<file path="config.mk">
export PLATFORM = sky130hd
export DESIGN_NAME = disp_scan
export DESIGN_NICKNAME = d
export VERILOG_FILES = /design/src/rtl/disp_scan.sv
export SDC_FILE = /design/constraint.sdc
export NUM_CORES = 1
export LEC_CHECK = 0
export ABC_CLOCK_PERIOD_IN_PS = 1700
export CAP_MARGIN = 25
export CORE_MARGIN = 5
export CORE_UTILIZATION = 25
export DETAILED_ROUTE_END_ITERATION = 16
export PLACE_DENSITY_LB_ADDON = 0.05
export SLEW_MARGIN = 20
export SYNTH_ARGS = -nofsm -noshare
export SYNTH_HDL_FRONTEND = slang
export SYNTH_SLANG_ARGS = --single-unit
</file>
<file path="constraint.sdc">
create_clock -name clk -period 1.7 [get_ports clk]
set_clock_uncertainty 0.05 [all_clocks]
set_input_delay 0.34 -clock clk [delete_from_list [all_inputs] [get_ports clk]]
set_output_delay 0.34 -clock clk [all_outputs]
set_load 0.05 [all_outputs]
</file>
<file path="src/rtl/disp_scan.sv">
// Display scan for a 4-digit muxed seven-segment display: latches a 10-bit value
// and time-multiplexes its nibbles. Define DISP_BCD_EN for a decimal (double-dabble) build.
module disp_scan #(
  parameter int DIV_W   = 16,
  parameter int DIV_MAX = 49999
) (
  input  logic       clk,
  input  logic       reset,
  input  logic       load,
  input  logic [9:0] value,
  output logic       busy,
  output logic [3:0] digit,
  output logic [3:0] an
);

  localparam logic [DIV_W-1:0] DIV_TC = DIV_W'(DIV_MAX);

  logic [15:0]      disp_val;
  logic [1:0]       idx;
  logic [DIV_W-1:0] div;

  // Refresh scan runs unconditionally; only reset stops it.
  always_ff @(posedge clk) begin
    if (reset) begin
      div <= '0;
      idx <= '0;
    end else if (div == DIV_TC) begin
      div <= '0;
      idx <= idx + 2'd1;
    end else begin
      div <= div + 1'b1;
    end
  end

  assign an = ~(4'b0001 << idx);

  always_comb begin
    digit = disp_val[3:0];
    case (idx)
      2'd0: digit = disp_val[3:0];
      2'd1: digit = disp_val[7:4];
      2'd2: digit = disp_val[11:8];
      2'd3: digit = disp_val[15:12];
      default: digit = disp_val[3:0];
    endcase
  end

`ifdef DISP_BCD_EN
  logic [9:0]  sh, sh_n;
  logic [15:0] acc, adj, acc_n;
  logic [3:0]  cnt;
  logic        bsy;

  // One double-dabble iteration: adjust nibbles >= 5, then shift {acc, sh} left.
  always_comb begin
    adj = acc;
    for (int i = 0; i < 4; i++)
      if (acc[4*i +: 4] >= 4'd5) adj[4*i +: 4] = acc[4*i +: 4] + 4'd3;
    acc_n = {adj[14:0], sh[9]};
    sh_n  = {sh[8:0], 1'b0};
  end

  always_ff @(posedge clk) begin
    if (reset) begin
      disp_val <= '0;
      sh       <= '0;
      acc      <= '0;
      cnt      <= '0;
      bsy      <= 1'b0;
    end else if (!bsy) begin
      if (load) begin
        sh  <= value;
        acc <= '0;
        cnt <= '0;
        bsy <= 1'b1;
      end
    end else begin
      acc <= acc_n;
      sh  <= sh_n;
      cnt <= cnt + 4'd1;
      if (cnt == 4'd9) begin
        disp_val <= acc_n;
        bsy      <= 1'b0;
      end
    end
  end

  assign busy = bsy;
`else
  always_ff @(posedge clk) begin
    if (reset)     disp_val <= '0;
    else if (load) disp_val <= {6'b0, value};
  end

  assign busy = 1'b0;
`endif

endmodule

</file>
==> qor.txt, run 1 <==
Violated checks: setup timing
Wire length on met3: 172 um
Ranking of synthesized cells by area: dfxtp_1 43%, nor2_1 8.9%, xnor2_1 8.7%
Clk_lat worst skew: 0.27 ns
CTS root buf: clkbuf_8
Internal power: 0.916 mW
Cell area after synthesis: 1310 sq um
Post-synth net total: 164
Most frequent cell after synthesis: nor2_1
Initial antenna violation count: 0
Sw Pwr: 0.283 mW
Post-synth EDFFs: 0
CTS Sinks: 28
Chip width: 82.3 um
Die Y: 82.3 um
Synth Instances: 145
Core Box Area: 5110 sq um
Ys async rst share: 0%
Kind of end point of the critical path: flip-flop
Vias in the first global route: 1107
Top Metal Used: met4
Switch share: 23.6%
Combinational power share: 13.2%
WL met1: 1360 um
Synth top area share: 42.9%
RePlAce Congestion: 0.734
Routed wire length: 3180 um
Gr ovfl total: 0
TritonCTS clock tree: built
I/O Pins: 22
Sequential share of power: 57.1%
Full die area: 6770 sq um
Top_reg_cell synth: dfxtp_1
Cell Count, Final, Fillers Out: 253
Fmax: 0.546 GHz
Hold Path Class: flip-flop to flip-flop
Setup WS post-layout: -0.133 ns
H-Tree Level Count: 1
Antenna cells: 0
Synth Register Bits: 28
Min cycle time layout: 1.83 ns
Pwr Total: 1.20 mW
Leakage: 0.749 nW
Type of origin of the critical path: flip-flop
Starting Density: 25.6%
Clock buffer depth: 2
Clock Pin Slew Worst Setup and Hold Paths: 0.09 ns
DRC: 0
Met2 wire len: 1620 um
# hold bufs at CTS: 0
Layout area overhead: 50.1%
Drt pass-1 iters: 3
RSZ-0062 raised after global routing: true
Syn. warnings: 0
Peak supply drop: 0.282 mV
Vias/cell: 4.30
Largest net degree at the start of global routing: 15
Most frequent cells after synthesis: 31 x nor2_1, 28 x dfxtp_1, 13 x xnor2_1
Data arrival, critical path: 1.95 ns
Synthesized area per cell: 9.01 sq um
Largest area contributor in the netlist: dfxtp_1
Clock Power Share: 29.6%
Cell row count: 26
Wire length per cell: 12.5 um
Proportion of layout cells with a drive suffix above 1: 33.9%
P per Cell Area: 612 nW/um^2
Final Max Slew Viols: 0
First-pass GRT wire length: 5220 um
Crit path kind: flip-flop to flip-flop
Detail Placement HPWL: 2310 um
DR iter-0 viols: 39
Remaining antenna violation count after routing: 0
Port Buffer Count: 20
Placed insts: 247
CP required: 1.82 ns
Tot GR Track Use: 10.2%
Fraction of the yosys area taken by sequential cells: 42.9%
Synth cell types: 29
Max Cap Violations: 0
Pre-CTS WS: -0.152 ns
Placed Area: 1790 sq um
Fill count: 542
Fin. Hold Viols: 0
CTS buffer count: 3
Via count: 1088
Design Area, Final: 1960 sq um
Nets: 204
Fin crit share: 108%
Final setup vio count: 18
Worst Path Max Fanout: 8
Status: finished, violations left
[layout make-up]
type | instances | area, sq um | share of cell area (%)
Multi-Input combinational cell | 102 | 779 | 39.8
Sequential cell | 28 | 571 | 29.1
Timing Repair Buffer | 39 | 435 | 22.2
Tap cell | 70 | 87.6 | 4.47
Inverter | 11 | 46.3 | 2.36
Clock buffer | 3 | 41.3 | 2.11
[power by group through the flow]
stage                     Sequential, mW  Clock [mW]  Combinational, mW
after global placement             0.701           0              0.152
final                              0.685       0.356              0.159
after floorplan                    0.700           0             0.0830
after global routing               0.688       0.415              0.172
after detailed placement           0.702           0              0.153
after CTS                          0.684       0.378              0.158
[worst max-delay path: stages (launching register included)]
cell and delay (ns):
dfxtp_2 0.33, or4b_4 0.52, or4_4 0.60, nand2b_4 0.18, nor2_1 0.05
[per-layer routing]
layer  vias to the layer above  GRT usage (%)
li1                        557              -
met1                       509           11.3
met2                        20           19.0
met3                         2           2.17
met4                         0           3.49
met5                         -              0
[per-stage QoR]
stage	setup TNS (ns)	util, %	hold slack (ns)
floorplan	-2.44	-	0.362
global placement	-1.62	35.0	0.424
detailed placement	-2.44	35.0	0.439
CTS	-2.17	37.6	0.462
global route	-3.32	38.4	0.516
finish	-2.20	38.4	0.451
[final timing paths]
| path | depth (start not counted) | from | slack (ns) | to |
|---|---|---|---|---|
| max | 4 | div[4] | -0.13 | div[5] |
| max reg2reg | 4 | div[4] | -0.13 | div[5] |
| min | 2 | disp_val[0] | 0.45 | disp_val[0] |
| min reg2reg | 2 | disp_val[0] | 0.45 | disp_val[0] |
[registers in the layout (all words and copies together), names as in the netlist]
signal    flops
div          16
disp_val     10
idx           2
[cell usage in the layout, fill, tap and decap left out, drive strengths merged, types with 2 or more instances in the layout]
master	netlist	layout
nor2	31	31
dfxtp	28	28
buf	4	27
xnor2	13	13
clkdlybuf4s50	0	12
mux2i	11	11
inv	11	11
nand2	8	8
ha	6	6
nand3	4	4
nand4	4	4
nor3	4	4
o21ai	4	4
nor4	3	3
clkbuf	1	3
a22oi	2	2
nand2b	1	2
or4b	2	2
[cells by family (layout without fill, tap and decap cells)]
logic type,after synthesis,after routing,synth area share [%]
AO/OA/AOI/OAI,8,8,3.74
XOR/XNOR,14,14,9.39
adder cells (fa/ha/maj),6,6,5.75
buffers and inverters,16,53,6.70
flip-flops,28,28,42.9
multiplexers,11,11,8.43
other,1,1,0.287
AND/OR/NAND/NOR,61,62,22.8
[repair_timing]
action | in CTS | in global routing
gates cloned | 1 | 0
gates resized for setup | 19 | 13
setup endpoints to repair | 23 | 24
hold endpoints to repair | 0 | 0
buffers inserted | 2 | 0
pin swaps | 5 | 14
Note: power is estimated with default switching activity, not from simulation.
==> run 2, diff against run 1 <==
GPL_TIMING_DRIVEN = 0   (was not set)
==> run 2 against run 1 <==
The run still ends with setup timing left. Via count is 0.55% lower. Global-route usage fell by 0.18 points. First-iteration DRC count shrank 54%. Power grew 4.3%. Wire length is 2.5% lower. Register-to-register slack worse by 0.09 ns.
==> qor.txt, run 2 (synthesis gave the netlist of run 1 again) <==
CTS root buf: clkbuf_8
Setup WS post-layout: -0.227 ns
Fmax: 0.519 GHz
Core Box Area: 5110 sq um
Hold Path Class: flip-flop to flip-flop
Fill count: 551
RePlAce Congestion: 0.688
Largest net degree at the start of global routing: 16
Die Y: 82.3 um
Min cycle time layout: 1.93 ns
Violated checks: setup timing
Commonest non-fill, non-tap cells in the layout: 20 x dfxtp_1, 18 x nor2_1, 12 x xnor2_1
Fin. Hold Viols: 0
Layout area overhead: 47.2%
Crit path max-delay cell type: or4_4
P per Cell Area: 650 nW/um^2
Peak supply drop: 0.338 mV
Clock buffer depth: 2
Final Max Slew Viols: 0
Worst Path Max Fanout: 5
Chip width: 82.3 um
Detail Placement HPWL: 2130 um
Max Cap Violations: 0
Worst path cell trace: or4b_1 -> or4_4 -> nand2b_4 -> clkbuf_16 -> nor2_1
Biggest regs: div x16, disp_val x10, idx x2
Gr ovfl total: 0
Tot GR Track Use: 10.0%
Via count: 1082
CTS Sinks: 28
Cell row count: 26
RSZ-0062 raised after global routing: true
CTS buffer count: 3
Buffers and inverters on the worst path: 1
Proportion of layout cells with a drive suffix above 1: 37.4%
Worst-Margin Slew: 0.717 ns
Data arrival, critical path: 2.05 ns
Routed wire length: 3100 um
TritonCTS clock tree: built
Reg area: 581 sq um
Drt pass-1 iters: 4
CP required: 1.82 ns
Wire length per cell: 12.4 um
DRC: 0
Kind of end point of the critical path: flip-flop
Clock Pin Slew Worst Setup and Hold Paths: 0.09 ns
Status: finished, violations left
Delay-heaviest family, CP: simple AND/OR/NAND/NOR gates
H-Tree Level Count: 1
Top reg by flops: div
Pre-CTS WS: -0.592 ns
First-pass GRT wire length: 5200 um
DR iter-0 viols: 18
Pwr Total: 1.25 mW
Initial antenna violation count: 0
Most common cell after layout, fill and taps aside: dfxtp_1
Antenna cells: 0
Starting Density: 25.6%
Max reg flops: 16
Vias/cell: 4.35
I/O Pins: 22
Vias in the first global route: 1153
Leakage: 0.682 nW
Port Buffer Count: 19
# hold bufs at CTS: 0
Clk_lat worst skew: 0.27 ns
Final setup vio count: 18
Full die area: 6770 sq um
Fin crit share: 113%
Crit path kind: flip-flop to flip-flop
Slew Limit Headroom: 52.2%
Remaining antenna violation count after routing: 0
CP max stage delay: 0.56 ns
Type of origin of the critical path: flip-flop
Area of the multi-input gates: 810 sq um
Nets: 199
==> run 2: cell count changes in the layout (fill, tap and decap cells not counted), moves of 5 or more <==
cell,before,now
buf_12,9,2
buf_6,0,7
nor2_1,27,18
nor2_4,0,5
buf_4,18,8
==> run 2: repair_timing <==
action | 4_1_cts | 5_1_grt
gates cloned | 0 | 1
pin swaps | 11 | 13
setup buffers | 8 | 3
hold endpoints to repair | 0 | 0
setup endpoints to repair | 26 | 24
resized for setup | 72 | 27
==> run 2: per-stage QoR <==
stage                     cells  TNS, ns  hold WS, ns  util (%)  cell area (sq um)
after CTS                   245    -3.34        0.423      35.5               1810
after detailed placement    234    -8.66        0.399      31.4               1600
final                       249    -3.71        0.384      37.7               1920
after global routing        249    -4.54        0.415      37.7               1920
after floorplan             145    -2.44        0.362         -               1320
after global placement      234    -8.65        0.396      31.4               1600
==> run 2: power by group <==
group	total, mW	internal [mW]	leakage, nW	switching, mW
combinational	0.157	0.0788	0.420	0.0778
clock	0.410	0.207	0.0288	0.203
sequential	0.684	0.669	0.233	0.0143
==> run 2: layer usage <==
| layer | track usage, % | up-vias | share of wire [%] |
|---|---|---|---|
| met5 | 0 | - | 0 |
| met4 | 4.32 | 0 | 0.78 |
| met3 | 2.39 | 2 | 5.9 |
| met2 | 18.5 | 24 | 51 |
| met1 | 10.7 | 510 | 43 |
| li1 | - | 546 | - |
==> run 2: worst reg2reg max path, stage by stage (launching register included) <==
cell and delay, ns:
dfxtp_4 0.36, or4b_1 0.49, or4_4 0.56, nand2b_4 0.16, clkbuf_16 0.17, nor2_1 0.03
==> run 2: cell type report <==
type / instances / area share [%]
tap: 70 / 4.55
clock buffer: 4 / 2.86
multi-input combinational: 101 / 42.1
timing repair buffer: 31 / 15.9
sequential: 28 / 30.2
buffer: 4 / 1.82
inverter: 11 / 2.54
==> run 2: final timing paths <==
path | start | endpoint | slack [ns] | cells after the start
worst max-delay path | div[10] | div[12] | -0.23 | 5
worst max register to register | div[10] | div[12] | -0.23 | 5
worst min-delay path | div[0] | div[0] | 0.38 | 1
worst min register to register | div[0] | div[0] | 0.38 | 1
